<file path="src/rtl/act_pkg.sv">
`default_nettype none
// +--------------------------------------------------------------------------+
// | act_pkg : mode encodings and width/bound helpers for activation requant  |
// | Revision: 1.0                                                            |
// +--------------------------------------------------------------------------+
package act_pkg;

   typedef enum logic [1:0] {
      MODE_RELU  = 2'd0,
      MODE_CLIP  = 2'd1,
      MODE_LEAKY = 2'd2,
      MODE_PASS  = 2'd3
   } act_mode_e;

   localparam int C_OVF_W = 16;

   // One guard bit keeps the rounding add from overflowing.
   function automatic int rnd_width(input int accw);
      return accw + 1;
   endfunction

   function automatic longint umax_of(input int w);
      return (64'sd1 <<< w) - 64'sd1;
   endfunction

   function automatic longint smax_of(input int w);
      return (64'sd1 <<< (w - 1)) - 64'sd1;
   endfunction

   function automatic longint smin_of(input int w);
      return -(64'sd1 <<< (w - 1));
   endfunction

endpackage
`default_nettype wire

</file>
<file path="src/rtl/act_lane.sv">
`default_nettype none
// +--------------------------------------------------------------------------+
// | act_lane : one channel -- round/shift stage, then activate and saturate  |
// | Revision: 1.0                                                            |
// +--------------------------------------------------------------------------+
module act_lane
   import act_pkg::*;
#(
   parameter int DATAW = 8,
   parameter int ACCW  = 32,
   parameter int SHW   = 5
) (
   input  logic                   clk,
   input  logic                   rst_b,
   input  logic                   ld_s1,
   input  logic                   ld_s2,
   input  logic signed [ACCW-1:0] acc,
   input  logic [SHW-1:0]         shift,
   input  act_mode_e              mode,
   input  logic [DATAW-1:0]       clip,
   input  logic [2:0]             leak,
   output logic [DATAW-1:0]       data,
   output logic                   sat
);

   localparam int YW = rnd_width(ACCW);

   localparam logic signed [YW-1:0] c_umax = YW'(umax_of(DATAW));
   localparam logic signed [YW-1:0] c_smax = YW'(smax_of(DATAW));
   localparam logic signed [YW-1:0] c_smin = YW'(smin_of(DATAW));

   logic signed [YW-1:0] w_ext;
   logic signed [YW-1:0] w_half;
   logic signed [YW-1:0] w_sum;
   logic signed [YW-1:0] w_y;
   logic signed [YW-1:0] r_y;
   logic signed [YW-1:0] w_clip_ext;
   logic signed [YW-1:0] w_pre;
   logic [DATAW-1:0]     w_res;
   logic                 w_sat;

   always_comb begin
      w_ext  = {acc[ACCW-1], acc};
      w_half = '0;
      if (shift != '0) begin
         w_half = {{(YW-1){1'b0}}, 1'b1} << (shift - 1'b1);
      end
      w_sum = w_ext + w_half;
      w_y   = w_sum >>> shift;
   end

   always_ff @(posedge clk or negedge rst_b) begin
      if (!rst_b) begin
         r_y <= '0;
      end else if (ld_s1) begin
         r_y <= w_y;
      end
   end

   assign w_clip_ext = {{(YW-DATAW){1'b0}}, clip};

   // ReLU zeroing of negatives is not a saturation event; only upper clamps are.
   always_comb begin
      w_pre = r_y;
      w_res = '0;
      w_sat = 1'b0;
      case (mode)
         MODE_RELU: begin
            if (r_y[YW-1]) begin
               w_res = '0;
            end else if (r_y > c_umax) begin
               w_res = c_umax[DATAW-1:0];
               w_sat = 1'b1;
            end else begin
               w_res = r_y[DATAW-1:0];
            end
         end
         MODE_CLIP: begin
            if (r_y[YW-1]) begin
               w_res = '0;
            end else if (r_y > w_clip_ext) begin
               w_res = clip;
               w_sat = 1'b1;
            end else begin
               w_res = r_y[DATAW-1:0];
            end
         end
         MODE_LEAKY, MODE_PASS: begin
            w_pre = (mode == MODE_LEAKY && r_y[YW-1]) ? (r_y >>> leak) : r_y;
            if (w_pre > c_smax) begin
               w_res = c_smax[DATAW-1:0];
               w_sat = 1'b1;
            end else if (w_pre < c_smin) begin
               w_res = c_smin[DATAW-1:0];
               w_sat = 1'b1;
            end else begin
               w_res = w_pre[DATAW-1:0];
            end
         end
         default: begin
            w_res = '0;
         end
      endcase
   end

   always_ff @(posedge clk or negedge rst_b) begin
      if (!rst_b) begin
         data <= '0;
         sat  <= 1'b0;
      end else if (ld_s2) begin
         data <= w_res;
         sat  <= w_sat;
      end
   end

endmodule
`default_nettype wire

</file>
<file path="src/rtl/act_requant.sv">
`default_nettype none
// +--------------------------------------------------------------------------+
// | act_requant : two-stage multi-lane requantiser with saturation counter   |
// | Revision: 1.0                                                            |
// +--------------------------------------------------------------------------+
module act_requant
   import act_pkg::*;
#(
   parameter int DATAW = 8,
   parameter int ACCW  = 32,
   parameter int LANES = 4,
   parameter int SHW   = 5
) (
   input  logic                     clk,
   input  logic                     rst_b,
   input  logic                     in_vld,
   output logic                     in_rdy,
   input  logic [LANES*ACCW-1:0]    in_data,
   input  logic [1:0]               cfg_mode,
   input  logic [SHW-1:0]           cfg_shift,
   input  logic [DATAW-1:0]         cfg_clip,
   input  logic [2:0]               cfg_leak,
   input  logic                     cnt_clr,
   output logic                     out_vld,
   input  logic                     out_rdy,
   output logic [LANES*DATAW-1:0]   out_data,
   output logic [C_OVF_W-1:0]       ovf_cnt
);

   logic             w_en;
   logic             w_ld_s1;
   logic             w_ld_s2;
   logic             w_xfer_out;
   logic [LANES-1:0] w_sat;

   logic             r_s1_vld;
   act_mode_e        r_s1_mode;
   logic [DATAW-1:0] r_s1_clip;
   logic [2:0]       r_s1_leak;
   logic             r_out_vld;
   logic [C_OVF_W-1:0] r_ovf_cnt;

   // Whole pipeline moves together whenever the output slot is free or draining.
   assign w_en       = !r_out_vld || out_rdy;
   assign in_rdy     = w_en;
   assign w_ld_s1    = w_en && in_vld;
   assign w_ld_s2    = w_en && r_s1_vld;
   assign w_xfer_out = r_out_vld && out_rdy;

   always_ff @(posedge clk or negedge rst_b) begin
      if (!rst_b) begin
         r_s1_vld  <= 1'b0;
         r_out_vld <= 1'b0;
      end else if (w_en) begin
         r_s1_vld  <= in_vld;
         r_out_vld <= r_s1_vld;
      end
   end

   always_ff @(posedge clk or negedge rst_b) begin
      if (!rst_b) begin
         r_s1_mode <= MODE_RELU;
         r_s1_clip <= '0;
         r_s1_leak <= '0;
      end else if (w_ld_s1) begin
         r_s1_mode <= act_mode_e'(cfg_mode);
         r_s1_clip <= cfg_clip;
         r_s1_leak <= cfg_leak;
      end
   end

   generate
      for (genvar i = 0; i < LANES; i++) begin : g_lane
         act_lane #(
            .DATAW (DATAW),
            .ACCW  (ACCW),
            .SHW   (SHW)
         ) u_lane (
            .clk   (clk),
            .rst_b (rst_b),
            .ld_s1 (w_ld_s1),
            .ld_s2 (w_ld_s2),
            .acc   (in_data[i*ACCW +: ACCW]),
            .shift (cfg_shift),
            .mode  (r_s1_mode),
            .clip  (r_s1_clip),
            .leak  (r_s1_leak),
            .data  (out_data[i*DATAW +: DATAW]),
            .sat   (w_sat[i])
         );
      end
   endgenerate

   always_ff @(posedge clk or negedge rst_b) begin
      if (!rst_b) begin
         r_ovf_cnt <= '0;
      end else if (cnt_clr) begin
         r_ovf_cnt <= '0;
      end else if (w_xfer_out && (|w_sat) && (r_ovf_cnt != {C_OVF_W{1'b1}})) begin
         r_ovf_cnt <= r_ovf_cnt + 1'b1;
      end
   end

   assign out_vld = r_out_vld;
   assign ovf_cnt = r_ovf_cnt;

endmodule
`default_nettype wire

</file>
<file path="config.mk">
export PLATFORM = sky130hd
export DESIGN_NAME = act_requant
export DESIGN_NICKNAME = d
export VERILOG_FILES = /design/src/rtl/act_pkg.sv /design/src/rtl/act_lane.sv /design/src/rtl/act_requant.sv
export SDC_FILE = /design/constraint.sdc
export NUM_CORES = 2
export LEC_CHECK = 0
export CORE_MARGIN = 2
export CORE_UTILIZATION = 40
export CTS_CLUSTER_DIAMETER = 80
export DETAILED_ROUTE_END_ITERATION = 10
export PLACE_DENSITY = 0.57
export SLEW_MARGIN = 20
export SYNTH_ARGS = -nofsm -noshare
export SYNTH_HDL_FRONTEND = slang
export SYNTH_SLANG_ARGS = --single-unit
</file>
<file path="constraint.sdc">
create_clock -name clk -period 4.4 [get_ports clk]
set_input_delay 0.88 -clock clk [delete_from_list [all_inputs] [get_ports clk]]
set_output_delay 0.88 -clock clk [all_outputs]
set_load 0.1 [all_outputs]
</file>
==> qor.txt <==
Most used DFF post-synth: dfrtp_1
Commonest cells in the netlist: nand2_1, a21oi_1, nor2_1, clkbuf_1, o21ai_0
Delay-heaviest family, CP: compound AO/OA/AOI/OAI gates
CTS clk-pin slew, worst paths: 90 ps
Sequential share of the synthesized area: 13.70%
Worst setup path end: g_lane[1].u_lane.r_y[7]
PortBufs: 200
Share of the synthesized area in the top cell type: 13.70%
Total number of H-tree levels: 4
First-pass GRT wire length: 295400 µm
Worst path max stage delay: 510 ps
P_int: 0.006836 W
Leading area contributor after synthesis: dfrtp_1
RR Startpoint: r_s1_leak[1]
Combinational share of power: 65.1%
Synth area leaders: dfrtp_1, mux4_2, nand2_1
TritonCTS clock tree: done
CP Class: in -> reg
CP most frequent cell: buf_4
DR vias: 48.41k
Hold Buf Count CTS: 0
Yosys reg bits: 199
Hold Slack: 453.7 ps
Syn Inst Count: 4871
Core Region: 0.09001 mm²
Worst path cell trace: buf_8 > buf_12 > or3_4 > nor2_4 > buf_6 > buf_6 > ha_4 > ha_4 > nor2_4 > o21ai_2 > o31ai_4 > o41a_1 > buf_12 > o21ai_4 > xnor3_2 > buf_4 > buf_4 > buf_4 > mux4_2 > nor3_1 > a21o_1 > a211oi_2
Max cap viols: 0
Switching pwr: 0.006850 W
Violated checks: setup timing
Die Y-Extent: 305.5 µm
Setup ws final: -257.7 ps
YS warnings: 0
Endpoints failing setup: 102
Std cell rows: 110
TritonCTS Buffers: 17
Initial DRC Count: 6183
Initial antenna violation count: 3
Ports: 201
Worst hold path type: in -> async
Clock Latency Late Sink: 480 ps
Number of global-route vias before repair: 45.19k
WP data arrival: 5030 ps
Cell Area, Placed: 0.04976 mm²
Endpoint type of the worst setup path: flip-flop
Hpwl dp: 160700 µm
Gr usage total: 41.72%
Wire length per cell: 27.94 µm
VDD IR max: 230.1 µV
Netlist cell types: 116
Starting Density: 40.38%
Relative slew slack: 26.03%
Post-route cell area: 0.05675 mm²
Area Overhead vs Synth: 56.11%
Final clock skew: 24.06 ps
R2R Setup Slk: 490 ps
R2R cell count: 11
Gpl congestion: 1.040
Critical Path RT: 4770 ps
Crit. Startpoint: cfg_shift[4]
Post-synth EDFFs: 0
Layout cells sized above 1: 41.30%
Cell Area, Synth: 0.03635 mm²
Total length of routed wires: 205600 µm
Maximum clock frequency: 0.2147 GHz
Leakage: 23.36 nW
Root Buffer: clkbuf_16
Period minus WS final: 4658 ps
DR vias/cell: 6.580
Largest net degree at the start of global routing: 112
Pre-CTS setup slack: -1325 ps
Crit path depth: 22
DR pass1 iterations: 6
Clock network power share: 12.6%
Final net count: 6422
Clk sinks: 199
Element type at the critical path start: primary input
Slew @ Worst Pin: 1110 ps
Grt ovf: 0
Post-route ant nets: 0
Sequential share of power: 22.3%
Max Slew Vio Count: 0
Ys async rst share: 100.0%
Drt drc: 0
Pwr Density: 241.2 mW/mm²
Total die area: 0.09330 mm²
Die X-Extent: 305.5 µm
Unrepaired setup endpoints after global routing: yes
Slowest CP cell: o41a_1
Avg Cell Area, Syn: 7.463 µm²
Cell with the most instances after synthesis: nand2_1
CP Max Fanout: 5
Final period utilization: 105.9%
Sw Share: 50.05%
Clock tree buffer depth: 2
Final Hold Viols: 0
Buf/Inv on CP: 8
Outcome: finished with violations
Reg-to-reg endpoint: g_lane[0].u_lane.data[0]
## sequential cells by signal, indices dropped and copies added (netlist names)
signal and cells:
ovf_cnt 16, g_lane.u_lane.sat 4, r_s1_leak 3, g_lane.u_lane.data 32
g_lane.u_lane.r_y 132, out_vld 1, r_s1_clip 8, r_s1_mode 2
r_s1_vld 1
## power groups by stage
stage / clock network (W) / logic (W) / registers, W
floorplan: 0 / 0.00429 / 0.00359
global placement: 0 / 0.00792 / 0.00303
detailed placement: 0 / 0.00798 / 0.00305
CTS: 0.00172 / 0.00824 / 0.00302
global route: 0.00179 / 0.00940 / 0.00310
finish: 0.00172 / 0.00891 / 0.00305
## worst reg2reg max path, cell delays in order, from the launching register on
cell	delay, ps
dfrtp_4	780
buf_4	480
mux4_2	350
nand2_1	60
a21oi_1	140
a21oi_1	110
nor4_1	340
nand3_1	130
o41ai_1	730
nand2_1	310
o211ai_1	280
o21a_1	150
## logic make-up after synthesis
kind of cell             count (synthesis)  share of synthesized area (%)
AO/OA/AOI/OAI                         1727                          32.60
XOR/XNOR                               151                          3.717
other                                    1                        0.01032
AND/OR/NAND/NOR                       1752                          23.97
flip-flops                             199                          13.70
adder cells (fa/ha/maj)                107                          3.669
buffers and inverters                  531                          5.772
multiplexers                           403                          16.56
## cell usage in the layout (no fill, tap or decap), types with 34 or more instances in the layout
| cell | instances |
|---|---|
| a21o_1 | 62 |
| inv_1 | 79 |
| o22ai_1 | 43 |
| a21oi_1 | 346 |
| o21ai_0 | 209 |
| nand2_1 | 529 |
| nand4_1 | 81 |
| mux2_2 | 51 |
| o21a_1 | 64 |
| xnor2_1 | 76 |
| buf_6 | 123 |
| o211ai_1 | 93 |
| mux4_2 | 152 |
| nor2_1 | 354 |
| nor4_1 | 57 |
| a211oi_2 | 34 |
| ha_1 | 75 |
| nor3_1 | 78 |
| a21oi_2 | 51 |
| clkdlybuf4s50_1 | 191 |
| buf_12 | 58 |
| mux2i_1 | 169 |
| a211oi_1 | 73 |
| dfrtp_1 | 196 |
| nand3_1 | 107 |
| o221ai_1 | 36 |
| buf_4 | 1328 |
| a31oi_1 | 65 |
| o21ai_1 | 46 |
## worst min-delay path by stage
| stage | slack (ps) | end | cells past startpoint |
|---|---|---|---|
| after detailed placement | 460 | g_lane[2].u_lane.sat | 2 |
| after global routing | 510 | g_lane[2].u_lane.data[3] | 2 |
| after global placement | 450 | g_lane[2].u_lane.sat | 2 |
| after CTS | 480 | g_lane[2].u_lane.sat | 2 |
| after floorplan | 440 | g_lane[2].u_lane.sat | 2 |
| final | 450 | ovf_cnt[11] | 1 |
## layout make-up
class | count | area (µm²)
multi-input combinational | 4144 | 34630
fill | 8078 | 33270
timing repair buffer | 1715 | 14690
sequential | 199 | 4991
tap | 1176 | 1471
clock buffer | 17 | 425.4
inverter | 89 | 352.8
clock inverter | 15 | 182.7
antenna | 2 | 5.005
## stage by stage
| stage | TNS, ps | std cells | util (%) | power (W) |
|---|---|---|---|---|
| global placement | -106870 | 7149 | 55.28 | 0.01095 |
| finish | -9593 | 7357 | 63.04 | 0.01369 |
| global route | -18140 | 7355 | 63.04 | 0.01430 |
| detailed placement | -107560 | 7149 | 55.28 | 0.01103 |
| floorplan | -45370 | 4874 | - | 0.007881 |
| CTS | -1383 | 7254 | 58.64 | 0.01298 |
## repair_timing
action | in CTS | in global routing
setup buffers | 75 | 125
gates resized for setup | 353 | 615
endpoints found under the hold margin | 0 | 0
setup endpoints to repair | 125 | 125
gates cloned | 1 | 3
pin swaps | 146 | 270
## metal layers
metal | routed length [µm] | global-route usage, % | vias up
li1 | - | - | 21465
met1 | 82210 | 55.21 | 23288
met2 | 88420 | 63.67 | 2977
met3 | 19700 | 7.418 | 671
met4 | 15150 | 24.50 | 6
met5 | 106 | 0 | -
No activity file was read; power rests on OpenSTA's default activity.
